## config.mk

```make
export PLATFORM = sky130hd
export DESIGN_NAME = note_scheduler
export DESIGN_NICKNAME = d
export VERILOG_FILES = /design/src/rtl/note_scheduler.sv
export SDC_FILE = /design/constraint.sdc
export NUM_CORES = 1
export LEC_CHECK = 0
export CORE_AREA = 8 8 109 111
export CTS_CLUSTER_SIZE = 8
export DETAILED_ROUTE_END_ITERATION = 8
export DIE_AREA = 0 0 117 119
export PLACE_DENSITY_LB_ADDON = 0.15
export SETUP_SLACK_MARGIN = 0.3
export SLEW_MARGIN = 40
export SYNTH_ARGS = -nofsm -noshare
export SYNTH_HDL_FRONTEND = slang
export SYNTH_SLANG_ARGS = --single-unit
```

## constraint.sdc

```tcl
create_clock -name clk -period 4.45 [get_ports clk]
set_input_delay 1.335 -clock clk [delete_from_list [all_inputs] [get_ports clk]]
set_output_delay 1.335 -clock clk [all_outputs]
set_load 0.01 [all_outputs]
```

## src/rtl/note_scheduler.sv

```systemverilog
// Note-table sequencer: advances song time on tick and issues each table entry
// as a valid/ready spawn once song time plus the lead time reaches its note time.
module note_scheduler #(
    parameter int NUM_NOTES = 5,
    parameter int TIME_W    = 21,
    parameter int LANE_W    = 11,
    parameter int LEN_W     = 3,
    parameter int LEAD_TIME = 0,
    localparam int IDX_W    = $clog2(NUM_NOTES + 1)
) (
    input  logic                              clk,
    input  logic                              reset,
    input  logic                              start,
    input  logic                              pause,
    input  logic                              tick,
    input  logic [NUM_NOTES-1:0][TIME_W-1:0]  note_time,
    input  logic [NUM_NOTES-1:0][LANE_W-1:0]  note_lane,
    input  logic [NUM_NOTES-1:0][LEN_W-1:0]   note_length,
    input  logic                              spawn_ready,
    output logic                              spawn_valid,
    output logic [LANE_W-1:0]                 spawn_lane,
    output logic [LEN_W-1:0]                  spawn_length,
    output logic [IDX_W-1:0]                  spawn_index,
    output logic [TIME_W-1:0]                 song_time,
    output logic                              busy,
    output logic                              done
);

    typedef enum logic [1:0] {IDLE, RUN, EMIT, DONE} state_t;

    state_t              state, state_nxt;
    logic [IDX_W-1:0]    idx;
    logic [TIME_W-1:0]   cur_time;
    logic [LANE_W-1:0]   cur_lane;
    logic [LEN_W-1:0]    cur_len;
    logic                at_end, due, restart, latch, xfer, adv;

    // Table read mux; the out-of-range index (idx == NUM_NOTES) reads zeros.
    always_comb begin
        cur_time = '0;
        cur_lane = '0;
        cur_len  = '0;
        for (int unsigned i = 0; i < unsigned'(NUM_NOTES); i++) begin
            if (idx == IDX_W'(i)) begin
                cur_time = note_time[i];
                cur_lane = note_lane[i];
                cur_len  = note_length[i];
            end
        end
    end

    assign at_end = (idx == IDX_W'(NUM_NOTES));
    assign due    = ({1'b0, song_time} + (TIME_W+1)'(LEAD_TIME)) >= {1'b0, cur_time};

    always_ff @(posedge clk) begin
        if (reset) state <= IDLE;
        else       state <= state_nxt;
    end

    always_comb begin
        state_nxt = state;
        restart   = 1'b0;
        latch     = 1'b0;
        xfer      = 1'b0;
        case (state)
            IDLE, DONE: begin
                if (start) begin
                    restart   = 1'b1;
                    state_nxt = RUN;
                end
            end
            RUN: begin
                if (at_end) begin
                    state_nxt = DONE;
                end else if (due) begin
                    latch     = 1'b1;
                    state_nxt = EMIT;
                end
            end
            EMIT: begin
                if (spawn_ready) begin
                    xfer      = 1'b1;
                    state_nxt = RUN;
                end
            end
            default: state_nxt = IDLE;
        endcase
    end

    assign adv         = ((state == RUN) || (state == EMIT)) && tick && !pause;
    assign spawn_valid = (state == EMIT);
    assign busy        = (state == RUN) || (state == EMIT);
    assign done        = (state == DONE);

    always_ff @(posedge clk) begin
        if (reset) begin
            idx          <= '0;
            song_time    <= '0;
            spawn_lane   <= '0;
            spawn_length <= '0;
            spawn_index  <= '0;
        end else begin
            if (restart) begin
                idx       <= '0;
                song_time <= '0;
            end else begin
                if (adv && (song_time != '1)) song_time <= song_time + TIME_W'(1);
                if (xfer) idx <= idx + IDX_W'(1);
            end
            if (latch) begin
                spawn_lane   <= cur_lane;
                spawn_length <= cur_len;
                spawn_index  <= idx;
            end
        end
    end

endmodule
```

==> impl_results.rst, run 1 <==
.. list-table::
   :header-rows: 1

   * - Metric
     - Value
   * - Run status
     - finished, final reports clean
   * - Net count after synthesis
     - 721
   * - Cell area after synthesis
     - 3880 um2
   * - Clock sink count
     - 43
   * - Fin. max-slew vios
     - 0
   * - Top routing layer in use
     - met4
   * - Utilization after layout
     - 63.0%
   * - Number of post-CTS setup repair buffers
     - 0
   * - Highest clock frequency the design can meet
     - 253 MHz
   * - Routed met1 length
     - 6.01 mm
   * - DRC violations left
     - 0
   * - Critical setup path kind
     - primary input to flip-flop
   * - Sum of met2 wire segment lengths after detailed routing
     - 8.46 mm
   * - Number of enable flip-flop cells after synthesis
     - 0
   * - Insertion delay to the later sink of the worst-skew pair
     - 310 ps
   * - Remaining global-route overflow
     - 0
   * - Ratio of cells with drive above 1 in the final layout
     - 6.95%
   * - DPL Wire Length
     - 13.4 mm
   * - Number of buffers on the longest clock path
     - 2
   * - Synth warn
     - 0
   * - Antenna violations before repair
     - 0
   * - Initial core utilization
     - 38.4%
   * - Placeable Area
     - 10100 um2
   * - Synth Flop Type
     - sky130_fd_sc_hd__dfxtp_1
   * - Number of antenna-violating nets in the routed design
     - 0
   * - Class of the tightest hold or removal check
     - flip-flop to flip-flop
   * - Net count of the finished layout
     - 929
   * - Clock transition at the register clock pins on the worst setup and hold paths after CTS
     - 80 ps
   * - # Max-Cap Violations
     - 0
   * - Number of different library cells in the post-synthesis netlist
     - 51
   * - Total power divided by cell area
     - 165 nW/um2
   * - Buffers added on ports
     - 221
   * - Final worst hold slack
     - 481 ps
   * - R2r setup slk
     - 680 ps
   * - Overall die width
     - 117 um
   * - Global-route usage over all layers
     - 22.4%
   * - Total clock buffers created by CTS
     - 5
   * - Hold violation count in the final report
     - 0
   * - CTS-repair resized insts
     - 0
   * - Peak ir drop on the vdd network
     - 0.103 mV
   * - Total vias in the final route
     - 4774
   * - Slew headroom
     - 48.7%
   * - Critical Path End Type
     - flip-flop
   * - Clock root buffer
     - sky130_fd_sc_hd__clkbuf_8
   * - Height of the die
     - 119 um
   * - I/O Pins
     - 222
   * - Post-route fraction of the period consumed by the critical path
     - 88.7%
   * - TritonCTS clock tree
     - yes
   * - Number of H-tree levels
     - 2
   * - Leak pwr
     - 2.26 nW
   * - Share of synthesized area occupied by flip-flops and latches
     - 22.2%
   * - Data arrival at the endpoint of the critical path
     - 4100 ps
   * - Sum of internal, switching and leakage power
     - 1.05 mW
   * - Detailed-routing iteration count for the pre-antenna-repair pass
     - 4
   * - Final-report setup violation count
     - 0
   * - Floorplan die area
     - 13900 um2
   * - Maximum number of pins on one net before global-route repair
     - 44
   * - Number of register bits inferred by synthesis
     - 43
   * - Hold-fix buffer count after cts
     - 0
   * - Global-route wire length before repair
     - 24.9 mm
   * - Routed wire length on met3
     - 1.43 mm
   * - Number of core rows
     - 37
   * - Tmin final
     - 3950 ps
   * - Transition time of the tightest slew-check pin
     - 769 ps
   * - Vias in the first global route
     - 4932
   * - Post-Route WL
     - 16.5 mm
   * - Worst clock skew on the final layout
     - 12.7 ps
   * - Endpoint required time on the critical path
     - 4610 ps
   * - Final weighted congestion of routability-driven global placement
     - 0.889
   * - Setup TNS
     - 0 ps
   * - Maximum fanout encountered on the critical timing path
     - 14
   * - Number of inserted diodes
     - 0
   * - Mean instance size in the synthesized netlist
     - 7.60 um2
   * - Placed insts
     - 844
   * - Number of vias per cell
     - 5.58
   * - Cells after synthesis
     - 510
   * - Startpoint class of the critical path
     - primary input
   * - Share of flip-flops with an asynchronous set or reset after synthesis
     - 0%
   * - Area added between synthesis and finish
     - 64.0%
   * - Final cell count without fillers
     - 855
   * - Routed wirelength normalized by instance count
     - 19.3 um
   * - Setup repair after global routing missed its margin
     - no
   * - DRT iter0 DRCs
     - 238
==> synth_stat cells (2+ instances only) <==
cell / count / area [um2]
sky130_fd_sc_hd__a221oi_1: 21 / 184
sky130_fd_sc_hd__a21oi_1: 17 / 85.1
sky130_fd_sc_hd__nor3_1: 23 / 115
sky130_fd_sc_hd__nor2_1: 52 / 195
sky130_fd_sc_hd__o32ai_2: 10 / 163
sky130_fd_sc_hd__inv_1: 27 / 101
sky130_fd_sc_hd__a211oi_1: 2 / 15.0
sky130_fd_sc_hd__o311ai_1: 21 / 184
sky130_fd_sc_hd__nand3_1: 14 / 70.1
sky130_fd_sc_hd__xor2_1: 2 / 17.5
sky130_fd_sc_hd__and2_1: 2 / 12.5
sky130_fd_sc_hd__o21ai_0: 17 / 85.1
sky130_fd_sc_hd__dfxtp_1: 43 / 861
sky130_fd_sc_hd__buf_2: 6 / 30.0
sky130_fd_sc_hd__mux2i_1: 2 / 20.0
sky130_fd_sc_hd__a22oi_1: 17 / 128
sky130_fd_sc_hd__nor4_1: 4 / 25.0
sky130_fd_sc_hd__nand2b_1: 2 / 12.5
sky130_fd_sc_hd__or3_1: 3 / 18.8
sky130_fd_sc_hd__buf_1: 2 / 7.51
sky130_fd_sc_hd__clkbuf_1: 24 / 90.1
sky130_fd_sc_hd__and4_1: 4 / 35.0
sky130_fd_sc_hd__nor2b_1: 20 / 125
sky130_fd_sc_hd__xnor2_1: 15 / 131
sky130_fd_sc_hd__o32ai_1: 4 / 35.0
sky130_fd_sc_hd__o211ai_1: 14 / 105
sky130_fd_sc_hd__nand4_1: 5 / 31.3
sky130_fd_sc_hd__dlymetal6s2s_1: 2 / 25.0
sky130_fd_sc_hd__ha_1: 30 / 375
sky130_fd_sc_hd__nand2_2: 2 / 12.5
sky130_fd_sc_hd__nand2_1: 57 / 214
sky130_fd_sc_hd__o21ai_1: 27 / 135
==> placed cells by master, fill, tap and decap left out, types with 2 or more instances in the layout <==
cell type and instances:
sky130_fd_sc_hd__a211oi_1 2, sky130_fd_sc_hd__o211ai_1 14, sky130_fd_sc_hd__or3_1 3, sky130_fd_sc_hd__xnor2_1 15, sky130_fd_sc_hd__and2_1 2, sky130_fd_sc_hd__nand3_1 14, sky130_fd_sc_hd__nand2b_1 2, sky130_fd_sc_hd__xor2_1 2
sky130_fd_sc_hd__clkdlybuf4s50_1 221, sky130_fd_sc_hd__a22oi_1 17, sky130_fd_sc_hd__dfxtp_1 43, sky130_fd_sc_hd__o32ai_1 4, sky130_fd_sc_hd__o21ai_0 17, sky130_fd_sc_hd__nor2b_1 19, sky130_fd_sc_hd__buf_4 14, sky130_fd_sc_hd__nand2_1 56
sky130_fd_sc_hd__nor2_1 51, sky130_fd_sc_hd__nor3_1 23, sky130_fd_sc_hd__nand2_2 3, sky130_fd_sc_hd__o21ai_1 27, sky130_fd_sc_hd__buf_12 3, sky130_fd_sc_hd__a21oi_1 17, sky130_fd_sc_hd__inv_1 27, sky130_fd_sc_hd__o32ai_2 10
sky130_fd_sc_hd__clkbuf_8 5, sky130_fd_sc_hd__mux2i_1 2, sky130_fd_sc_hd__a221oi_1 21, sky130_fd_sc_hd__nor4_1 4, sky130_fd_sc_hd__and4_1 4, sky130_fd_sc_hd__ha_1 29, sky130_fd_sc_hd__nand4_1 5, sky130_fd_sc_hd__o311ai_1 21
==> final timing paths <==
kind	to	depth (start not counted)	startpoint
worst max-delay path	spawn_length[0]	12	note_time[21]
worst min-delay path	spawn_length[1]	2	spawn_length[1]
worst max register to register	spawn_length[0]	14	idx[0]
worst min register to register	spawn_length[1]	2	spawn_length[1]
==> layer usage <==
metal | track usage [%] | vias up
li1 | - | 2309
met3 | 7.48 | 39
met4 | 8.09 | 0
met2 | 41.4 | 197
met1 | 22.5 | 2229
met5 | 0 | -
==> where the power goes <==
| part | switching [mW] | internal [mW] | total, mW |
|---|---|---|---|
| Combinational | 0.122 | 0.212 | 0.335 |
| Clock | 0.150 | 0.169 | 0.319 |
| Sequential | 0.00459 | 0.388 | 0.393 |
| Total | 0.277 | 0.769 | 1.05 |
==> cell type report <==
| class | count | area, um2 |
|---|---|---|
| inverter | 27 | 101 |
| multi-input combinational | 403 | 2730 |
| clock inverter | 3 | 46.3 |
| tap | 136 | 170 |
| sequential | 43 | 861 |
| clock buffer | 5 | 68.8 |
| timing repair buffer | 238 | 2380 |
| fill | 922 | 3730 |
==> sequential cells by signal, summed over array words and instances, names as in the netlist <==
name	count
song_time	21
spawn_lane	11
idx	3
spawn_index	3
spawn_length	3
state	2
==> cells by family after synthesis <==
group | count (synthesis) | synth area share (%)
XOR/XNOR | 17 | 3.84
buffers and inverters | 64 | 7.71
multiplexers | 2 | 0.516
AND/OR/NAND/NOR | 199 | 25.8
adder cells (fa/ha/maj) | 30 | 9.68
AO/OA/AOI/OAI | 155 | 30.3
flip-flops | 43 | 22.2
==> per-stage QoR <==
stage          worst slack (ps)  cell area, um2
5_1_grt                     296            6360
6_report                    504            6360
3_5_place_dp               32.6            6180
4_1_cts                     346            6300
2_1_floorplan              1050            3880
3_3_place_gp                162            6180
==> critical path: stages <==
cell and delay, ps:
sky130_fd_sc_hd__clkdlybuf4s50_1 450, sky130_fd_sc_hd__a221oi_1 280, sky130_fd_sc_hd__nor3_1 80, sky130_fd_sc_hd__a21oi_1 170, sky130_fd_sc_hd__a21oi_1 90, sky130_fd_sc_hd__ha_1 280
sky130_fd_sc_hd__nand2b_1 150, sky130_fd_sc_hd__a211oi_1 260, sky130_fd_sc_hd__o21ai_1 150, sky130_fd_sc_hd__and2_4 210, sky130_fd_sc_hd__o21ai_4 460, sky130_fd_sc_hd__o32ai_1 190
No activity file was read; power rests on OpenSTA's default activity.
==> inputs of run 2 (changes only) <==
--- a/config.mk
+++ b/config.mk
@@ -5,10 +5,10 @@
 export SDC_FILE = /design/constraint.sdc
 export NUM_CORES = 1
 export LEC_CHECK = 0
-export CORE_AREA = 8 8 109 111
+export CORE_AREA = 8 8 106 108
 export CTS_CLUSTER_SIZE = 8
 export DETAILED_ROUTE_END_ITERATION = 8
-export DIE_AREA = 0 0 117 119
+export DIE_AREA = 0 0 114 116
 export PLACE_DENSITY_LB_ADDON = 0.15
 export SETUP_SLACK_MARGIN = 0.3
 export SLEW_MARGIN = 40
==> constraint.sdc (replaced) <==
create_clock -name clk -period 4.6 [get_ports clk]
set_input_delay 1.38 -clock clk [delete_from_list [all_inputs] [get_ports clk]]
set_output_delay 1.38 -clock clk [all_outputs]
set_load 0.01 [all_outputs]
==> run 2 against run 1 <==
  * Core utilization is 3.2 points higher
  * Combinational power is 4% lower
  * Non-clock buffer count is 4 lower
  * Sequential cell count stayed put
  * Worst setup slack better by 89 ps
  * Register-to-register slack better by 100 ps
  * Critical endpoint is now spawn_lane[10]
  * Count of clock-buffer cells in the layout is 1 higher
==> impl_results.rst, run 2 (synthesized netlist as in run 1, its figures left out) <==
.. list-table::
   :header-rows: 1

   * - Metric
     - Value
   * - Maximum number of pins on one net before global-route repair
     - 44
   * - Setup TNS
     - 0 ps
   * - Endpoint required time on the critical path
     - 4760 ps
   * - Hold Crit Depth
     - 2
   * - Tmin final
     - 4010 ps
   * - Maximum fanout encountered on the critical timing path
     - 9
   * - Number of buffers on the longest clock path
     - 2
   * - Top reg by flops
     - song_time
   * - Highest-count cells in the layout ignoring fill and taps
     - sky130_fd_sc_hd__clkdlybuf4s50_1, sky130_fd_sc_hd__nand2_1, sky130_fd_sc_hd__nor2_1, sky130_fd_sc_hd__dfxtp_1, sky130_fd_sc_hd__ha_1
   * - Placed insts
     - 837
   * - Final weighted congestion of routability-driven global placement
     - 0.873
   * - Worst path bufs/invs
     - 2
   * - Buffers added on ports
     - 221
   * - DPL Wire Length
     - 13.4 mm
   * - R2r setup slk
     - 780 ps
   * - Most common library cell in the layout ignoring fill and taps
     - sky130_fd_sc_hd__clkdlybuf4s50_1
   * - Vias in the first global route
     - 4880
   * - Area added between synthesis and finish
     - 63.0%
   * - Class of the tightest hold or removal check
     - flip-flop to flip-flop
   * - Origin of the critical flop-to-flop path
     - idx[0]
   * - Critical Path End Type
     - flip-flop
   * - Cells traversed along the worst timing path
     - clkdlybuf4s50_1 > a221oi_1 > o311ai_1 > o21ai_1 > ha_1 > nand4_2 > nor4_2 > nor4b_4 > nand2_2 > a21oi_4 > buf_4 > o32ai_2
   * - Hold Path Sink
     - spawn_lane[1]
   * - # Max-Cap Violations
     - 0
   * - Peak ir drop on the vdd network
     - 0.119 mV
   * - Number of antenna-violating nets in the routed design
     - 0
   * - Post-route fraction of the period consumed by the critical path
     - 87.1%
   * - Final cell count without fillers
     - 848
   * - Largest stage delay on the critical path
     - 480 ps
   * - Clock transition at the register clock pins on the worst setup and hold paths after CTS
     - 80 ps
   * - Post-Route WL
     - 16.4 mm
   * - Global-route usage over all layers
     - 23.5%
   * - Max reg flops
     - 21
   * - Global-route wire length before repair
     - 24.8 mm
   * - Ratio of cells with drive above 1 in the final layout
     - 6.57%
   * - Worst clock skew on the final layout
     - 14.1 ps
   * - Critical setup path kind
     - primary input to flip-flop
   * - Insertion delay to the later sink of the worst-skew pair
     - 300 ps
   * - Setup repair after global routing missed its margin
     - no
   * - Initial core utilization
     - 40.6%
   * - Antenna violations before repair
     - 0
   * - Sum of internal, switching and leakage power
     - 1.02 mW
   * - Number of inserted diodes
     - 0
   * - Worst path slowest cell
     - sky130_fd_sc_hd__clkdlybuf4s50_1
   * - Total vias in the final route
     - 4780
   * - Registers with the most flip-flops
     - song_time (21), spawn_lane (11)
   * - Clock sink count
     - 43
   * - FILL cells
     - 828
   * - TritonCTS clock tree
     - yes
   * - Logic depth of the worst register-to-register path
     - 15
   * - Fin. max-slew vios
     - 0
   * - Slew headroom
     - 42.2%
   * - Floorplan die area
     - 13200 um2
   * - Number of H-tree levels
     - 2
   * - Net count of the finished layout
     - 925
   * - Final setup margin
     - 593 ps
   * - DRT iter0 DRCs
     - 344
   * - Run status
     - finished, final reports clean
   * - Placeable Area
     - 9550 um2
   * - Number of vias per cell
     - 5.64
   * - Pre-CTS setup slack
     - 128 ps
   * - Routed wirelength normalized by instance count
     - 19.4 um
   * - Finished Cell Area
     - 6320 um2
   * - Final worst hold slack
     - 474 ps
   * - I/O Pins
     - 222
   * - Detailed-routing iteration count for the pre-antenna-repair pass
     - 5
   * - Overall die width
     - 114 um
   * - DRC violations left
     - 0
   * - Reg2reg end
     - spawn_length[0]
   * - Transition time of the tightest slew-check pin
     - 866 ps
   * - Hold violation count in the final report
     - 0
   * - Cell area reported after detailed placement
     - 6160 um2
   * - Startpoint class of the critical path
     - primary input
   * - Hold Path Origin
     - spawn_lane[1]
   * - Utilization after layout
     - 66.2%
   * - Clock root buffer
     - sky130_fd_sc_hd__clkbuf_8
   * - Highest clock frequency the design can meet
     - 250 MHz
   * - Leak pwr
     - 2.25 nW
   * - Total power divided by cell area
     - 162 nW/um2
   * - Hold-fix buffer count after cts
     - 0
   * - Family with the most delay on the worst path
     - simple AND/OR/NAND/NOR gates
   * - Data arrival at the endpoint of the critical path
     - 4160 ps
   * - Remaining global-route overflow
     - 0
   * - Height of the die
     - 116 um
   * - Total clock buffers created by CTS
     - 5
   * - Final-report setup violation count
     - 0
   * - Number of core rows
     - 36
## run 2: per-layer routing
metal	wire length, um	up-vias	track usage, %
met5	0	-	0
met4	386	0	7.81
met3	1510	40	7.61
met2	8360	242	43.1
met1	6160	2200	24.8
li1	-	2298	-
## run 2: what timing repair did
item	CTS	global route
resized for setup	0	1
endpoints found under the setup margin	0	14
buffers inserted	0	3
endpoints found under the hold margin	0	0
## run 2: where the power goes
| group | switching, mW | total (mW) | internal [mW] |
|---|---|---|---|
| Clock | 0.140 | 0.319 | 0.179 |
| Combinational | 0.119 | 0.322 | 0.203 |
| Sequential | 0.00423 | 0.380 | 0.375 |
| Total | 0.264 | 1.02 | 0.757 |
## run 2: worst max path at each step
| stage | start | depth (start not counted) | to | slack [ps] |
|---|---|---|---|---|
| floorplan | note_time[41] | 11 | spawn_lane[10] | 1150 |
| global placement | note_time[36] | 11 | spawn_length[0] | 260 |
| detailed placement | note_time[20] | 11 | spawn_length[0] | 130 |
| CTS | note_time[20] | 11 | spawn_length[0] | 450 |
| global route | idx[0] | 15 | spawn_lane[0] | 420 |
| finish | note_time[20] | 12 | spawn_lane[10] | 590 |
## run 2: worst min-delay path, stage by stage (launching register included)
cell	delay [ps]
sky130_fd_sc_hd__dfxtp_1	310
sky130_fd_sc_hd__inv_1	40
sky130_fd_sc_hd__o32ai_1	70
## run 2: final cells by class
cell class	instances	area, um2	area share, %
clock buffer	6	82.6	1.31
clock inverter	2	38.8	0.614
inverter	27	101	1.60
multi-input combinational	403	2750	43.5
sequential	43	861	13.6
tap	133	166	2.63
timing repair buffer	234	2320	36.8
